File: src/rtl/alu_cmd_issuer.sv
// Purpose : accepts ALU commands, drives a registered external combinational ALU, captures its result as a response.
// Latency : response valid two edges after command accept; back-to-back issue from RESPOND without an idle bubble.
// Backpr. : rsp_ready=0 holds RESPOND with rsp_y/rsp_flags stable and cmd_ready low; cmd_ready is high only in IDLE or on response handoff.
// Ports   : clk/reset_n; cmd_* command channel (valid/ready, opcode, a, b, chain);
//           alu_* registered ALU drive and ALU result inputs; rsp_* response channel (valid/ready, y, flags);
//           err_count saturating count of invalid-opcode responses.
module alu_cmd_issuer #(
  parameter int BUS_WIDTH = 8
) (
  input  logic                 clk,
  input  logic                 reset_n,
  input  logic                 cmd_valid,
  output logic                 cmd_ready,
  input  logic [3:0]           cmd_opcode,
  input  logic [BUS_WIDTH-1:0] cmd_a,
  input  logic [BUS_WIDTH-1:0] cmd_b,
  input  logic                 cmd_chain,
  output logic [3:0]           alu_opcode,
  output logic [BUS_WIDTH-1:0] alu_a,
  output logic [BUS_WIDTH-1:0] alu_b,
  output logic                 alu_carry_in,
  input  logic [BUS_WIDTH-1:0] alu_y,
  input  logic                 alu_carry_out,
  input  logic                 alu_borrow,
  input  logic                 alu_zero,
  input  logic                 alu_parity,
  input  logic                 alu_invalid_op,
  output logic                 rsp_valid,
  input  logic                 rsp_ready,
  output logic [BUS_WIDTH-1:0] rsp_y,
  output logic [4:0]           rsp_flags,
  output logic [7:0]           err_count
);

  typedef enum logic [1:0] {IDLE, ISSUE, CAPTURE, RESPOND} state_t;

  localparam logic [3:0] OP_ADD  = 4'd1;
  localparam logic [3:0] OP_ADDC = 4'd2;
  localparam logic [3:0] OP_SUB  = 4'd3;

  state_t               state_q, state_d;
  logic [3:0]           opcode_q, opcode_d;
  logic [BUS_WIDTH-1:0] a_q, a_d;
  logic [BUS_WIDTH-1:0] b_q, b_d;
  logic                 cin_q, cin_d;
  logic [BUS_WIDTH-1:0] rsp_y_q, rsp_y_d;
  logic [4:0]           flags_q, flags_d;
  logic [7:0]           err_q, err_d;
  logic                 carry_q, carry_d;
  logic [BUS_WIDTH-1:0] last_q, last_d;
  logic                 ready_c;
  logic                 accept_c;

  always_comb begin
    state_d  = state_q;
    ready_c  = 1'b0;
    opcode_d = opcode_q;
    a_d      = a_q;
    b_d      = b_q;
    cin_d    = cin_q;
    rsp_y_d  = rsp_y_q;
    flags_d  = flags_q;
    err_d    = err_q;
    carry_d  = carry_q;
    last_d   = last_q;

    case (state_q)
      IDLE: begin
        ready_c = 1'b1;
        if (cmd_valid) state_d = ISSUE;
      end
      ISSUE: state_d = CAPTURE;
      CAPTURE: begin
        state_d  = RESPOND;
        rsp_y_d  = alu_y;
        last_d   = alu_y;
        flags_d  = {alu_invalid_op, alu_parity, alu_zero, alu_borrow, alu_carry_out};
        if (opcode_q == OP_ADD || opcode_q == OP_ADDC) carry_d = alu_carry_out;
        else if (opcode_q == OP_SUB)                   carry_d = alu_borrow;
        if (alu_invalid_op && err_q != 8'hFF) err_d = err_q + 8'd1;
        // ALU sees a NOP once the result is taken; operands are left as they were.
        opcode_d = 4'd0;
        cin_d    = 1'b0;
      end
      RESPOND: begin
        if (rsp_ready) begin
          ready_c = 1'b1;
          state_d = cmd_valid ? ISSUE : IDLE;
        end
      end
      default: state_d = IDLE;
    endcase

    accept_c = cmd_valid & ready_c;
    if (accept_c) begin
      opcode_d = cmd_opcode;
      a_d      = cmd_chain ? last_q : cmd_a;
      b_d      = cmd_b;
      // carry_q is already up to date here: any capture precedes the accept edge.
      cin_d    = (cmd_opcode == OP_ADDC) ? carry_q : 1'b0;
    end
  end

  always_ff @(posedge clk or negedge reset_n) begin
    if (!reset_n) begin
      state_q  <= IDLE;
      opcode_q <= '0;
      a_q      <= '0;
      b_q      <= '0;
      cin_q    <= 1'b0;
      rsp_y_q  <= '0;
      flags_q  <= '0;
      err_q    <= '0;
      carry_q  <= 1'b0;
      last_q   <= '0;
    end else begin
      state_q  <= state_d;
      opcode_q <= opcode_d;
      a_q      <= a_d;
      b_q      <= b_d;
      cin_q    <= cin_d;
      rsp_y_q  <= rsp_y_d;
      flags_q  <= flags_d;
      err_q    <= err_d;
      carry_q  <= carry_d;
      last_q   <= last_d;
    end
  end

  // Gated by reset so no command is offered acceptance while reset is held.
  assign cmd_ready    = reset_n & ready_c;
  assign rsp_valid    = (state_q == RESPOND);
  assign alu_opcode   = opcode_q;
  assign alu_a        = a_q;
  assign alu_b        = b_q;
  assign alu_carry_in = cin_q;
  assign rsp_y        = rsp_y_q;
  assign rsp_flags    = flags_q;
  assign err_count    = err_q;

endmodule

File: config.mk
export PLATFORM = sky130hd
export DESIGN_NAME = alu_cmd_issuer
export DESIGN_NICKNAME = d
export VERILOG_FILES = /design/src/rtl/alu_cmd_issuer.sv
export SDC_FILE = /design/constraint.sdc
export NUM_CORES = 1
export LEC_CHECK = 0
export ABC_AREA = 0
export BUFFER_PORTS_ARGS = -buffer_cell sky130_fd_sc_hd__buf_2
export CAP_MARGIN = 20
export CORE_UTILIZATION = 48
export CTS_BUF_LIST = sky130_fd_sc_hd__clkbuf_8
export DETAILED_ROUTE_END_ITERATION = 10
export PLACE_DENSITY = 0.77
export RECOVER_POWER = 100
export SLEW_MARGIN = 10
export SYNTH_ARGS = -nofsm -noshare
export SYNTH_HDL_FRONTEND = slang
export SYNTH_SLANG_ARGS = --single-unit
File: constraint.sdc
create_clock -name clk -period 3.8 [get_ports clk]
set_input_delay 0.57 -clock clk [delete_from_list [all_inputs] [get_ports clk]]
set_output_delay 0.57 -clock clk [all_outputs]
set_load 0.02 [all_outputs]
# [After elaboration in Yosys (flattened, before gate mapping)]
# Cells that the tools add are included.
[totals] word_cells=44 out_inout_bits=44 ff_bits=45
[classes] n_eq_ne=10 n_bitwise=2 n_reduce_logical=8 n_mux=14 n_addsub=1
[op_table] operator="equality test 4 x 2 -> 1 bit (second input constant)" n=3
[op_table] operator="adder 8 x 1 -> 8 bit (second input constant)" n=1
[op_table] operator="two-way mux 4 bit" n=2
[op_table] operator="two-way mux 8 bit" n=1
[op_table] operator="!= test 8 bit (second input constant)" n=1
[op_table] operator="one-hot mux 2 bit (4 select lines)" n=1
[op_table] operator="two-way mux 1 bit" n=7
[op_table] operator="AND reduction 2 bit" n=3
[op_table] operator="equality test 2 bit (second input constant)" n=2
[op_table] operator="equality test 4 x 1 -> 1 bit (second input constant)" n=1
[op_table] operator="two-way mux 2 bit" n=2
[op_table] operator="nonzero test 2 bit" n=2
[op_table] operator="bitwise AND 1 bit" n=2
[op_table] operator="equality test 2 x 1 -> 1 bit (second input constant)" n=1
[op_table] operator="zero test 2 bit" n=1
[op_table] operator="!= test 2 x 1 -> 1 bit (second input constant)" n=1
[op_table] operator="!= test 2 bit (second input constant)" n=1
[op_table] operator="one-hot mux 1 bit (2 select lines)" n=1
[op_table] operator="logical AND 1 bit" n=1
[op_table] operator="logical OR 1 bit" n=1

# [Logic depth before layout (Yosys ltp)]
# Gate-level depths: netlist of the first run.
[logic_depth] depth_word=4 mapped_depth=7

# [Least setup slack after synthesis of the first run]
# Ideal clock, no wire load.
[synth_path] path_type="flip-flop to output port" startpoint="reg state_q[1]" endpoint="out cmd_ready" path_slack_ns=1.860 path_buffers=0 required_time_ns=3.230 arrival_ns=1.370 stages_incl_launch_ff=4 path_cell_list="dfrtp_1 > ha_1 > a21oi_2 > nor3b_1"
[synth_between] elab_chain_len=3 elab_cells_between_ends=4
[synth_rtl] element="start, declared" line_no="41" source="state_t state_q, state_d;"
[synth_rtl] element="start signal, assigned" line_no="117" source="state_q <= state_d;"
[synth_rtl] element="equality test 2 bit"
[synth_rtl] element="net rsp_valid" line_no="28" source="output logic rsp_valid,"
[synth_rtl] element="one-hot mux 1 bit (2 select lines)" line_no="67" source="case (state_q)"
[synth_rtl] element="bitwise AND 1 bit" line_no="131" source="assign cmd_ready = reset_n & ready_c;"
[synth_rtl] element="end, declared" line_no="13" source="output logic cmd_ready,"
# The timed path passes the listed nets, and every way through them passes these cells.

# [Worst setup path after layout of the first run]
[layout_path] startpoint="reg state_q[1]" endpoint="reg b_q[0], in the netlist alu_b[0]"
[layout_between] elab_chain_len=3 elab_cells_between_ends=4
[layout_rtl] element="equality test 2 bit or zero test 2 bit (tied branches)" line_no="67"
[layout_rtl] element="one-hot mux 1 bit (2 select lines) (*)" line_no="67"
[layout_rtl] element="bitwise AND 1 bit (*)" line_no="94" source="accept_c = cmd_valid & ready_c;"
[layout_rtl] element="end signal, assigned" line_no="109" source="b_q <= '0;"
[layout_rtl] element="end signal, assigned" line_no="120" source="b_q <= b_d;"
[layout_rtl] element="end, declared" line_no="44" source="logic [BUS_WIDTH-1:0] b_q, b_d;"
# Every way passes the cells marked *; elsewhere a longest branch is shown, timed or not.
# A chain may end at the register's enable or synchronous reset.

==> results.txt, run 1 <==
During placement, the flow inserted port buffers numbering 81. The largest net degree at the start of global routing is 46, and the final setup slack of the worst path is 1.25 ns. Initial antenna violation count: 0. The global router's overall resource usage came out at 0.199. Before CTS, the worst setup slack after placement is 1.60 ns. The cell family with the largest share of critical-path delay was buffers and inverters.

The share of synthesized cell area in full adder, half adder and majority cells works out to 0.0313. In this run the critical register-to-register path is captured at alu_b[0]$_DFFE_PN0P_. The routed design has 3.93 mm of wire. The number of buffers and inverters on the critical path is 2. Data on the critical path is required at its endpoint by 3.98 ns.

The final weighted congestion of routability-driven global placement is 0.807, and the number of clock sinks is 45. Once detail routing completed, the nets flagged for antenna violations numbered 0. The critical path runs through a total of 5 cells. The net count of the finished layout is 294, and the number of buffers created by CTS is 5.

The number of enable flip-flop cells after synthesis works out to 0. The area fraction in compound gates after synthesis was 0.0683. A synthesized cell averages 12.0 sq um.

Yosys printed 0 warnings. Max-cap check violation count: 1. The die is 66.5 microns wide. The global-route wire length before repair is 6.34 mm. The run gives 23 as the site row count. CTS placed an instance of sky130_fd_sc_hd__clkbuf_8 at the clock tree root.

IR analysis of the VDD net gives a maximum drop of 0.537 mV. For the first-iteration detailed-routing DRC count, the log shows 64. For the peak clock frequency supported by timing, the log shows 392 MHz. The clock latency on the worst-skew pair is 0.29 ns.

The final number of max-transition violations was 46. After synthesis, the largest family of logic cells by area is multiplexers. Synthesis produced a netlist with a net count of 209.

The logs give 0.00400 sq mm for the placeable core region and 4 for the count of TritonRoute iterations in the first routing pass. The run gives 166 as the gate count of the mapped netlist. Slew of the pin with the lowest slew margin: 2.31 ns. Critical path class: flop to flop. The startpoint kind of the worst setup timing path was a flop. The power per cell area is 857 mW/mm^2, and the number of antenna repair diodes is 0. Setup repair after global routing left no endpoint under its margin. TritonCTS built the clock tree. The fraction of layout cells with a size suffix above 1 came out at 0.270. Relative to the synthesized area, the layout overhead comes to 25.2%. The min-delay analysis places its worst path in the category flop to flop.

In this run the static leakage power is 1.13 nW. For the cts-stage hold buffer count, the log shows 0. After clock tree synthesis, the clock-pin slew on the worst setup and hold paths is 0.08 ns. For this run, design rule violations remaining after detail routing come to 0. Detailed placement finished with a half-perimeter wire length of 2.96 mm. The clock tree synthesis step divided the H-tree into 2 levels.

In the synthesized netlist the dominant register cell turns out to be sky130_fd_sc_hd__dfrtp_1. The run gives 0 ns as the summed negative setup slack over all endpoints. Stage delay of the slowest cell on the critical path: 0.67 ns.

For the starting utilization of the core area, the log shows 0.500. Gates resized during post-CTS repair numbered 0. The slowest stage of the critical path belongs to the cell sky130_fd_sc_hd__clkbuf_1.

The run gives 1,403 as the number of global-route vias before repair. The end point of the critical path is alu_b[0]$_DFFE_PN0P_. Counting along the longest clock path gives a buffer depth of 2.

The mux share of post-synthesis cell area was 0.181; the detail-routed via count per cell was 5.03. The clock tree skew after final layout is 0.00391 ns. The routed layout has 1,519 vias. The launch point of the worst reg-to-reg path was state_q[1]$_DFFE_PN0P_. The run finished, with violations left. 82 I/O pins were placed.

Along the worst path, the maximum fanout reaches 18. The tools report the count of final hold-check violations as 0. Die height: 66.5 microns. The number of register bits inferred by synthesis came out at 45.

For the area of the die, the log shows 0.00442 sq mm. The checks that failed: capacitance limit, slew limit. The number of cells on the worst reg-to-reg path works out to 5. The worst-case headroom to the max-slew limit was -0.537. In this run, distinct cell masters in the synthesized netlist total 30. The fraction of synthesis flops using an asynchronous set or reset pin was 1.00; the netlist area before placement was 0.00200 sq mm. The setup slack of the most critical reg-to-reg path was 1.25 ns.

The setup-violating endpoint count in the final report was 0. The worst path in the final design needs a cycle of 2.55 ns, including I/O delays and setup. The simple-gate share of the synthesized area came out at 0.108.

Walking the worst path, the cells encountered are inv_1, ha_1, nor3b_4, clkbuf_1, mux2_2. After clock tree synthesis, the setup repair step added 0 buffers. Xor/xnor cell area share of the yosys netlist: 0.0175.

The timing startpoint of the critical path was state_q[1]$_DFFE_PN0P_. The part of the Yosys area used for sequential elements is 0.564, and the final clock period utilization by the worst path is 0.671. STA classifies the critical path endpoint as a flop.

The total overflow left after global routing is 0. In the final routed layout, each cell accounts on average for 13.0 microns. Data on the critical path arrives at its endpoint at 2.73 ns.
layout by cell type, fill, tap and decap left out, types with 2 or more instances in the layout:
| cell | Yosys | routed |
|---|---|---|
| sky130_fd_sc_hd__buf_2 | 3 | 37 |
| sky130_fd_sc_hd__nand2b_1 | 5 | 5 |
| sky130_fd_sc_hd__inv_1 | 6 | 7 |
| sky130_fd_sc_hd__o21ai_0 | 9 | 9 |
| sky130_fd_sc_hd__mux2_1 | 4 | 4 |
| sky130_fd_sc_hd__nand2_1 | 10 | 10 |
| sky130_fd_sc_hd__dfrtp_1 | 45 | 45 |
| sky130_fd_sc_hd__a21oi_1 | 12 | 12 |
| sky130_fd_sc_hd__nand4_1 | 3 | 3 |
| sky130_fd_sc_hd__xor2_1 | 2 | 2 |
| sky130_fd_sc_hd__nor2_1 | 14 | 14 |
| sky130_fd_sc_hd__mux2_2 | 21 | 21 |
| sky130_fd_sc_hd__xnor2_1 | 2 | 2 |
| sky130_fd_sc_hd__mux2i_1 | 8 | 8 |
| sky130_fd_sc_hd__clkbuf_8 | 0 | 6 |
| sky130_fd_sc_hd__nand3_1 | 3 | 3 |
| sky130_fd_sc_hd__ha_1 | 5 | 5 |
| sky130_fd_sc_hd__clkbuf_1 | 0 | 47 |
sequential cells by signal, summed over array words and instances, names as in the netlist:
name / cells
alu_a: 8
last_q: 8
state_q: 2
carry_q: 1
alu_carry_in: 1
err_count: 8
rsp_flags: 5
alu_b: 8
alu_opcode: 4
where the power goes:
part	total (mW)	internal, mW	switching (mW)
logic	0.942	0.355	0.587
registers	0.839	0.693	0.146
clock network	0.362	0.212	0.150
cells in the mapped netlist, types with 2 or more instances:
master | n | area (sq um)
sky130_fd_sc_hd__xnor2_1 | 2 | 17.5
sky130_fd_sc_hd__nand3_1 | 3 | 15.0
sky130_fd_sc_hd__mux2_2 | 21 | 236
sky130_fd_sc_hd__nand4_1 | 3 | 18.8
sky130_fd_sc_hd__mux2i_1 | 8 | 80.1
sky130_fd_sc_hd__o21ai_0 | 9 | 45.0
sky130_fd_sc_hd__nand2_1 | 10 | 37.5
sky130_fd_sc_hd__buf_2 | 3 | 15.0
sky130_fd_sc_hd__nor2_1 | 14 | 52.6
sky130_fd_sc_hd__dfrtp_1 | 45 | 1130
sky130_fd_sc_hd__nand2b_1 | 5 | 31.3
sky130_fd_sc_hd__ha_1 | 5 | 62.6
sky130_fd_sc_hd__xor2_1 | 2 | 17.5
sky130_fd_sc_hd__inv_1 | 6 | 22.5
sky130_fd_sc_hd__mux2_1 | 4 | 45.0
sky130_fd_sc_hd__a21oi_1 | 12 | 60.1
routing by layer:
| layer | GRT usage | part of all wire | up-vias |
|---|---|---|---|
| met1 | 0.262 | 0.47 | 711 |
| met5 | 0 | 0 | - |
| met2 | 0.305 | 0.44 | 58 |
| li1 | - | - | 745 |
| met3 | 0.0668 | 0.077 | 5 |
| met4 | 0.0718 | 0.012 | 0 |
layout make-up:
class                           count  area [sq um]
Fill cell                         368          1500
Sequential cell                    45          1130
Multi-Input combinational cell    109           812
Timing Repair Buffer               84           362
Clock buffer                        6          82.6
Tap cell                           50          62.6
Clock inverter                      2          33.8
Inverter                            6          22.5
logic make-up after synthesis:
| logic type | Yosys count |
|---|---|
| mux | 33 |
| compound gates | 25 |
| flops | 45 |
| buf+inv | 12 |
| simple gates | 42 |
| fa+ha+maj | 5 |
| xor+xnor | 4 |
worst register-to-register path, stage by stage (launching register included):
cell	delay, ns
sky130_fd_sc_hd__dfrtp_1	0.41
sky130_fd_sc_hd__inv_1	0.08
sky130_fd_sc_hd__ha_1	0.34
sky130_fd_sc_hd__nor3b_4	0.53
sky130_fd_sc_hd__clkbuf_1	0.67
sky130_fd_sc_hd__mux2_2	0.41
how the worst min path moves through the flow:
stage,slack (ns),depth (start not counted),startpoint,end
finish,0.48,1,alu_b[7]$_DFFE_PN0P_,alu_b[7]$_DFFE_PN0P_
global route,0.49,2,cmd_b[7],alu_b[7]$_DFFE_PN0P_
CTS,0.38,2,reset_n,alu_opcode[3]$_DFFE_PN0P_
detailed placement,0.47,1,alu_b[7]$_DFFE_PN0P_,alu_b[7]$_DFFE_PN0P_
global placement,0.46,1,alu_b[5]$_DFFE_PN0P_,alu_b[5]$_DFFE_PN0P_
floorplan,0.27,0,reset_n,alu_a[0]$_DFFE_PN0P_
per-stage QoR:
| step | util | total power [mW] | cells | hold WS, ns | instance area (sq um) |
|---|---|---|---|---|---|
| after global routing | 0.625 | 2.31 | 302 | 0.489 | 2500 |
| after detailed placement | 0.613 | 1.86 | 294 | 0.469 | 2450 |
| after CTS | 0.642 | 2.23 | 302 | 0.385 | 2570 |
| final | 0.625 | 2.14 | 302 | 0.483 | 2500 |
| after floorplan | - | 1.53 | 166 | 0.274 | 2000 |
| after global placement | 0.613 | 1.83 | 294 | 0.464 | 2450 |
Power figures use the tool's default switching activity.
==> inputs of run 2 (changes only) <==
--- a/config.mk
+++ b/config.mk
@@ -5,13 +5,13 @@
 export SDC_FILE = /design/constraint.sdc
 export NUM_CORES = 1
 export LEC_CHECK = 0
-export ABC_AREA = 0
+export ABC_AREA = 1
 export BUFFER_PORTS_ARGS = -buffer_cell sky130_fd_sc_hd__buf_2
 export CAP_MARGIN = 20
 export CORE_UTILIZATION = 48
 export CTS_BUF_LIST = sky130_fd_sc_hd__clkbuf_8
 export DETAILED_ROUTE_END_ITERATION = 10
-export PLACE_DENSITY = 0.77
+export PLACE_DENSITY = 0.76
 export RECOVER_POWER = 100
 export SLEW_MARGIN = 10
 export SYNTH_ARGS = -nofsm -noshare
==> constraint.sdc (replaced) <==
create_clock -name clk -period 2.6 [get_ports clk]
set_input_delay 0.39 -clock clk [delete_from_list [all_inputs] [get_ports clk]]
set_output_delay 0.39 -clock clk [all_outputs]
set_load 0.02 [all_outputs]
==> run 2 against run 1 <==
Against the previous run: the flow now finishes without violations; area after synthesis is 6.9% higher; utilization decreased by 0.088 points; setup slack got worse by 0.68 ns; synthesized cell count rose by 55%; via count rose by 25%; sequential share of layout area is 1.5 points lower; sequential power increased by 44%; clock skew increased by 0.0023 ns; first-iteration DRC count grew 77%; worst hold slack got worse by 0.20 ns; wire length increased by 22%; clock power rose by 25%; largest cell class unchanged.
==> results.txt, run 2 <==
The worst-case headroom to the max-slew limit is 0.280. In this design, the largest share of critical-path delay is due to buffers and inverters. The logs give 0 for the count of final hold-check violations and 5 for the number of buffers created by CTS. 0 antenna diodes ended up in the layout. Amount of wire on met2 after detailed routing: 2.31 mm. The setup slack of the most critical reg-to-reg path was 0.65 ns.

After detailed routing, the wire length on met1 is 2.19 mm. Counting I/O delays and the setup requirement, the final critical path takes 2.02 ns. The worst hold path endpoint was rsp_flags[2]$_DFFE_PN0P_. In this run the worst hold path is classified as input port to flop. The distinct cell type count of the synthesized netlist was 26; the largest fanout on the critical path was 4.

The number of clock sinks came out at 45. Instance area at placement: 0.00257 sq mm. Routed signal wires occupy layers up through met4. Synthesis inferred 45 register bits. The cell with the largest stage delay on the worst path was sky130_fd_sc_hd__dfrtp_1.

The fraction of synthesis flops using an asynchronous set or reset pin is 1.00, and the peak clock frequency supported by timing is 494 MHz. For this run, the slowest stage of the critical path takes 0.40 ns. The count of buffers from port buffering was 81.

The critical path is of the flop to primary output type. Slew of the pin with the lowest slew margin: 1.08 ns. The cts-stage hold buffer count was 0. Synthesis produced a netlist with a net count of 301. The count of unresolved DRC violations after routing came out at 0. The clock transition at the registers of the reported paths is 0.08 ns. Setup repair after global routing left no endpoint under its margin. The power per cell area came out at 1170 mW/mm^2. Data arrives at the worst endpoint at 1.63 ns. For the final database, setup skew stands at 0.00620 ns. After legalization and detailed placement, the total HPWL measured 3.59 mm. The run gives 0 as the count of nets left with antenna violations after detail routing. The fraction of layout cells with a size suffix above 1 works out to 0.157. The tool flagged a number of max-cap violations equal to 0. The tools report the largest net degree at the start of global routing as 46. The synthesized netlist occupies a cell area of 0.00214 sq mm.

By area the synthesized netlist is led by sky130_fd_sc_hd__dfrtp_1 (53%), sky130_fd_sc_hd__nand2_1 (20%), sky130_fd_sc_hd__o21ai_0 (5.9%). Beginning of the worst hold path: alu_zero. The tools report the number of global-route vias before repair as 1,668. The die width came out at 68.7 microns. The floorplan step defined a die boundary enclosing 0.00472 sq mm. The number of cells traversed by the worst hold path works out to 3.

The library cell used most frequently in the layout, excluding fill and tap cells, is sky130_fd_sc_hd__nand2_1. CTS built an H-tree with a depth of 2. The fraction of synthesized cell area taken by the top area cell type was 0.527; the starting utilization of the core area was 0.515. Once routing completed, OpenROAD measured the worst setup slack at 0.576 ns. In the routed layout, each cell is associated on average with a via count of 4.81.

Among all flip-flop cells after synthesis, the most frequent one is sky130_fd_sc_hd__dfrtp_1. The post-synthesis to final-layout area growth was 21.1%. Hold is met by 0.286 ns. Summed over all cells, the static leakage comes to 1.35 nW.

Yosys printed 0 warnings. Counting both buffers and inverters, the worst setup path holds a total of 3. The run finished with clean final reports. The global router's overall resource usage was 0.217. The synthesized area divided by synthesized cell count is 8.28 sq um.

The tools report the clock latency on the worst-skew pair as 0.30 ns. The pre-antenna-repair detailed-routing pass consisted of 4 iterations. Row generation in the floorplan step produced 23 rows. For the summed negative setup slack over all endpoints, the log shows 0 ns. In this run the vertical extent of the chip is 68.7 microns. The number of cells on the worst reg-to-reg path was 8; the final design area excluding fillers was 0.00259 sq mm.

Dividing the detail-routed wire length by the instance count gives 12.2 microns. For this block, the via count after detailed routing is 1,892. In this design, the critical path's most frequently occurring cell is sky130_fd_sc_hd__inv_1. Summed over all layers, the global routing overflow is 0. Summing internal, switching and leakage power gives 3.02 mW.

For this block, the initial DRC count from the detailed router was 113. Clock tree synthesis selected as its root buffer the cell sky130_fd_sc_hd__clkbuf_8. Among all cell types in the netlist, the one instantiated most often is sky130_fd_sc_hd__nand2_1. Across the VDD grid, the largest voltage drop is 0.616 mV. The net count of the finished layout was 385. The worst register-to-register path ends at err_count[6]$_DFFE_PN0P_. The startpoint kind of the worst setup timing path is a flop.

The number of buffers on the longest clock path came out at 2. In the synthesized netlist, the cells that appear most often are sky130_fd_sc_hd__nand2_1 (116), sky130_fd_sc_hd__dfrtp_1 (45), sky130_fd_sc_hd__o21ai_0 (25). After detailed routing, the met3 layer carries 232 microns of wire. Routability-driven placement finished with a final weighted congestion of 0.826. The number of enable flip-flop cells after synthesis came out at 0. In the layout the commonest cells are sky130_fd_sc_hd__nand2_1 (117), sky130_fd_sc_hd__clkbuf_1 (46), sky130_fd_sc_hd__dfrtp_1 (45). Data on the critical path is required at its endpoint by 2.21 ns. Once the clock tree was built, the setup fixing pass inserted 0 buffers. The initial antenna violation count is 0, and the final clock period utilization by the worst path is 0.778. The final layout contains routed wiring with a total length of 4.78 mm. The critical path goes through inv_1, ha_1, inv_1, nand2_1, nor2_1, clkbuf_1.

Gates resized during post-CTS repair numbered 0. OpenSTA, run right after detailed placement, puts the worst setup slack at 0.875 ns. The logs give 0 for the setup-violating endpoint count in the final report and 7.34 mm for the global-route wire length before repair. The tools report the count of boundary I/O pins as 82. In this run the critical register-to-register path is launched from state_q[0]$_DFFE_PN0P_.

Final number of max-transition violations: 0. TritonCTS built the clock tree. The worst setup path is captured at a primary output. The core region is 0.00414 sq mm. For the gate count of the mapped netlist, the log shows 258.

Cell type with the largest total area after synthesis: sky130_fd_sc_hd__dfrtp_1. For the part of the Yosys area used for sequential elements, the log shows 0.527.
[run 2: cell count changes after synthesis, sizes merged, moves of 2 or more]
| cell | before | now |
|---|---|---|
| nand3 | 3 | 7 |
| nand2b | 5 | 0 |
| nor2 | 14 | 10 |
| inv | 6 | 26 |
| nand2 | 10 | 119 |
| o21ai | 9 | 27 |
| mux2 | 25 | 2 |
| xor2 | 2 | 0 |
| a21oi | 13 | 1 |
| mux2i | 8 | 0 |
| nor3b | 2 | 0 |
[run 2: cell families after synthesis]
kind of cell / after synthesis / synth area share
AOI/OAI and AO/OA: 29 / 0.0685
xor gates and xnor gates: 3 / 0.0123
adders and majority gates: 5 / 0.0293
buffers and inverters: 33 / 0.0709
DFF: 45 / 0.527
muxes: 2 / 0.0105
and+or+nand+nor: 141 / 0.281
[run 2: layout make-up]
| cell class | count | area, sq um |
|---|---|---|
| sequential | 45 | 1130 |
| fill | 397 | 1560 |
| inverter | 27 | 103 |
| tap | 50 | 62.6 |
| clock inverter | 2 | 13.8 |
| timing repair buffer | 83 | 358 |
| clock buffer | 6 | 82.6 |
| multi-input combinational | 180 | 842 |
[run 2: power by group]
part           switching [mW]  total, mW  leakage, nW  internal [mW]
registers               0.217       1.21        0.573          0.995
clock network           0.237      0.452       0.0512          0.215
logic                   0.963       1.35        0.725          0.388
[run 2: worst register-to-register path: stages, from the launching register on]
cell and delay, ns:
sky130_fd_sc_hd__dfrtp_1 0.40, sky130_fd_sc_hd__inv_1 0.10, sky130_fd_sc_hd__ha_1 0.34, sky130_fd_sc_hd__nand2_1 0.14, sky130_fd_sc_hd__inv_1 0.08, sky130_fd_sc_hd__nand2_1 0.27, sky130_fd_sc_hd__clkinvlp_2 0.33, sky130_fd_sc_hd__nand2_1 0.13
sky130_fd_sc_hd__nand2_1 0.05
[run 2: metrics by stage]
step,instances,utilization
floorplan,258,-
global placement,385,0.621
detailed placement,385,0.621
CTS,393,0.644
global route,393,0.624
finish,393,0.624
[run 2: worst max-delay path by stage]
stage                           start  slack [ns]  cells after the start                   endpoint
2_1_floorplan  state_q[1]$_DFFE_PN0P_        1.01                      5                  cmd_ready
3_3_place_gp   state_q[0]$_DFFE_PN0P_        0.93                      5  alu_opcode[3]$_DFFE_PN0P_
3_5_place_dp   state_q[0]$_DFFE_PN0P_        0.87                      5  alu_opcode[3]$_DFFE_PN0P_
4_1_cts        state_q[0]$_DFFE_PN0P_        0.63                      6                  cmd_ready
5_1_grt        state_q[0]$_DFFE_PN0P_        0.42                      8   err_count[7]$_DFFE_PN0P_
6_report       state_q[0]$_DFFE_PN0P_        0.58                      6                  cmd_ready
[run 2: per-layer routing]
layer	up-vias	global-route usage
li1	966	-
met1	864	0.275
met2	58	0.353
met3	4	0.0493
met4	0	0.102
met5	-	0
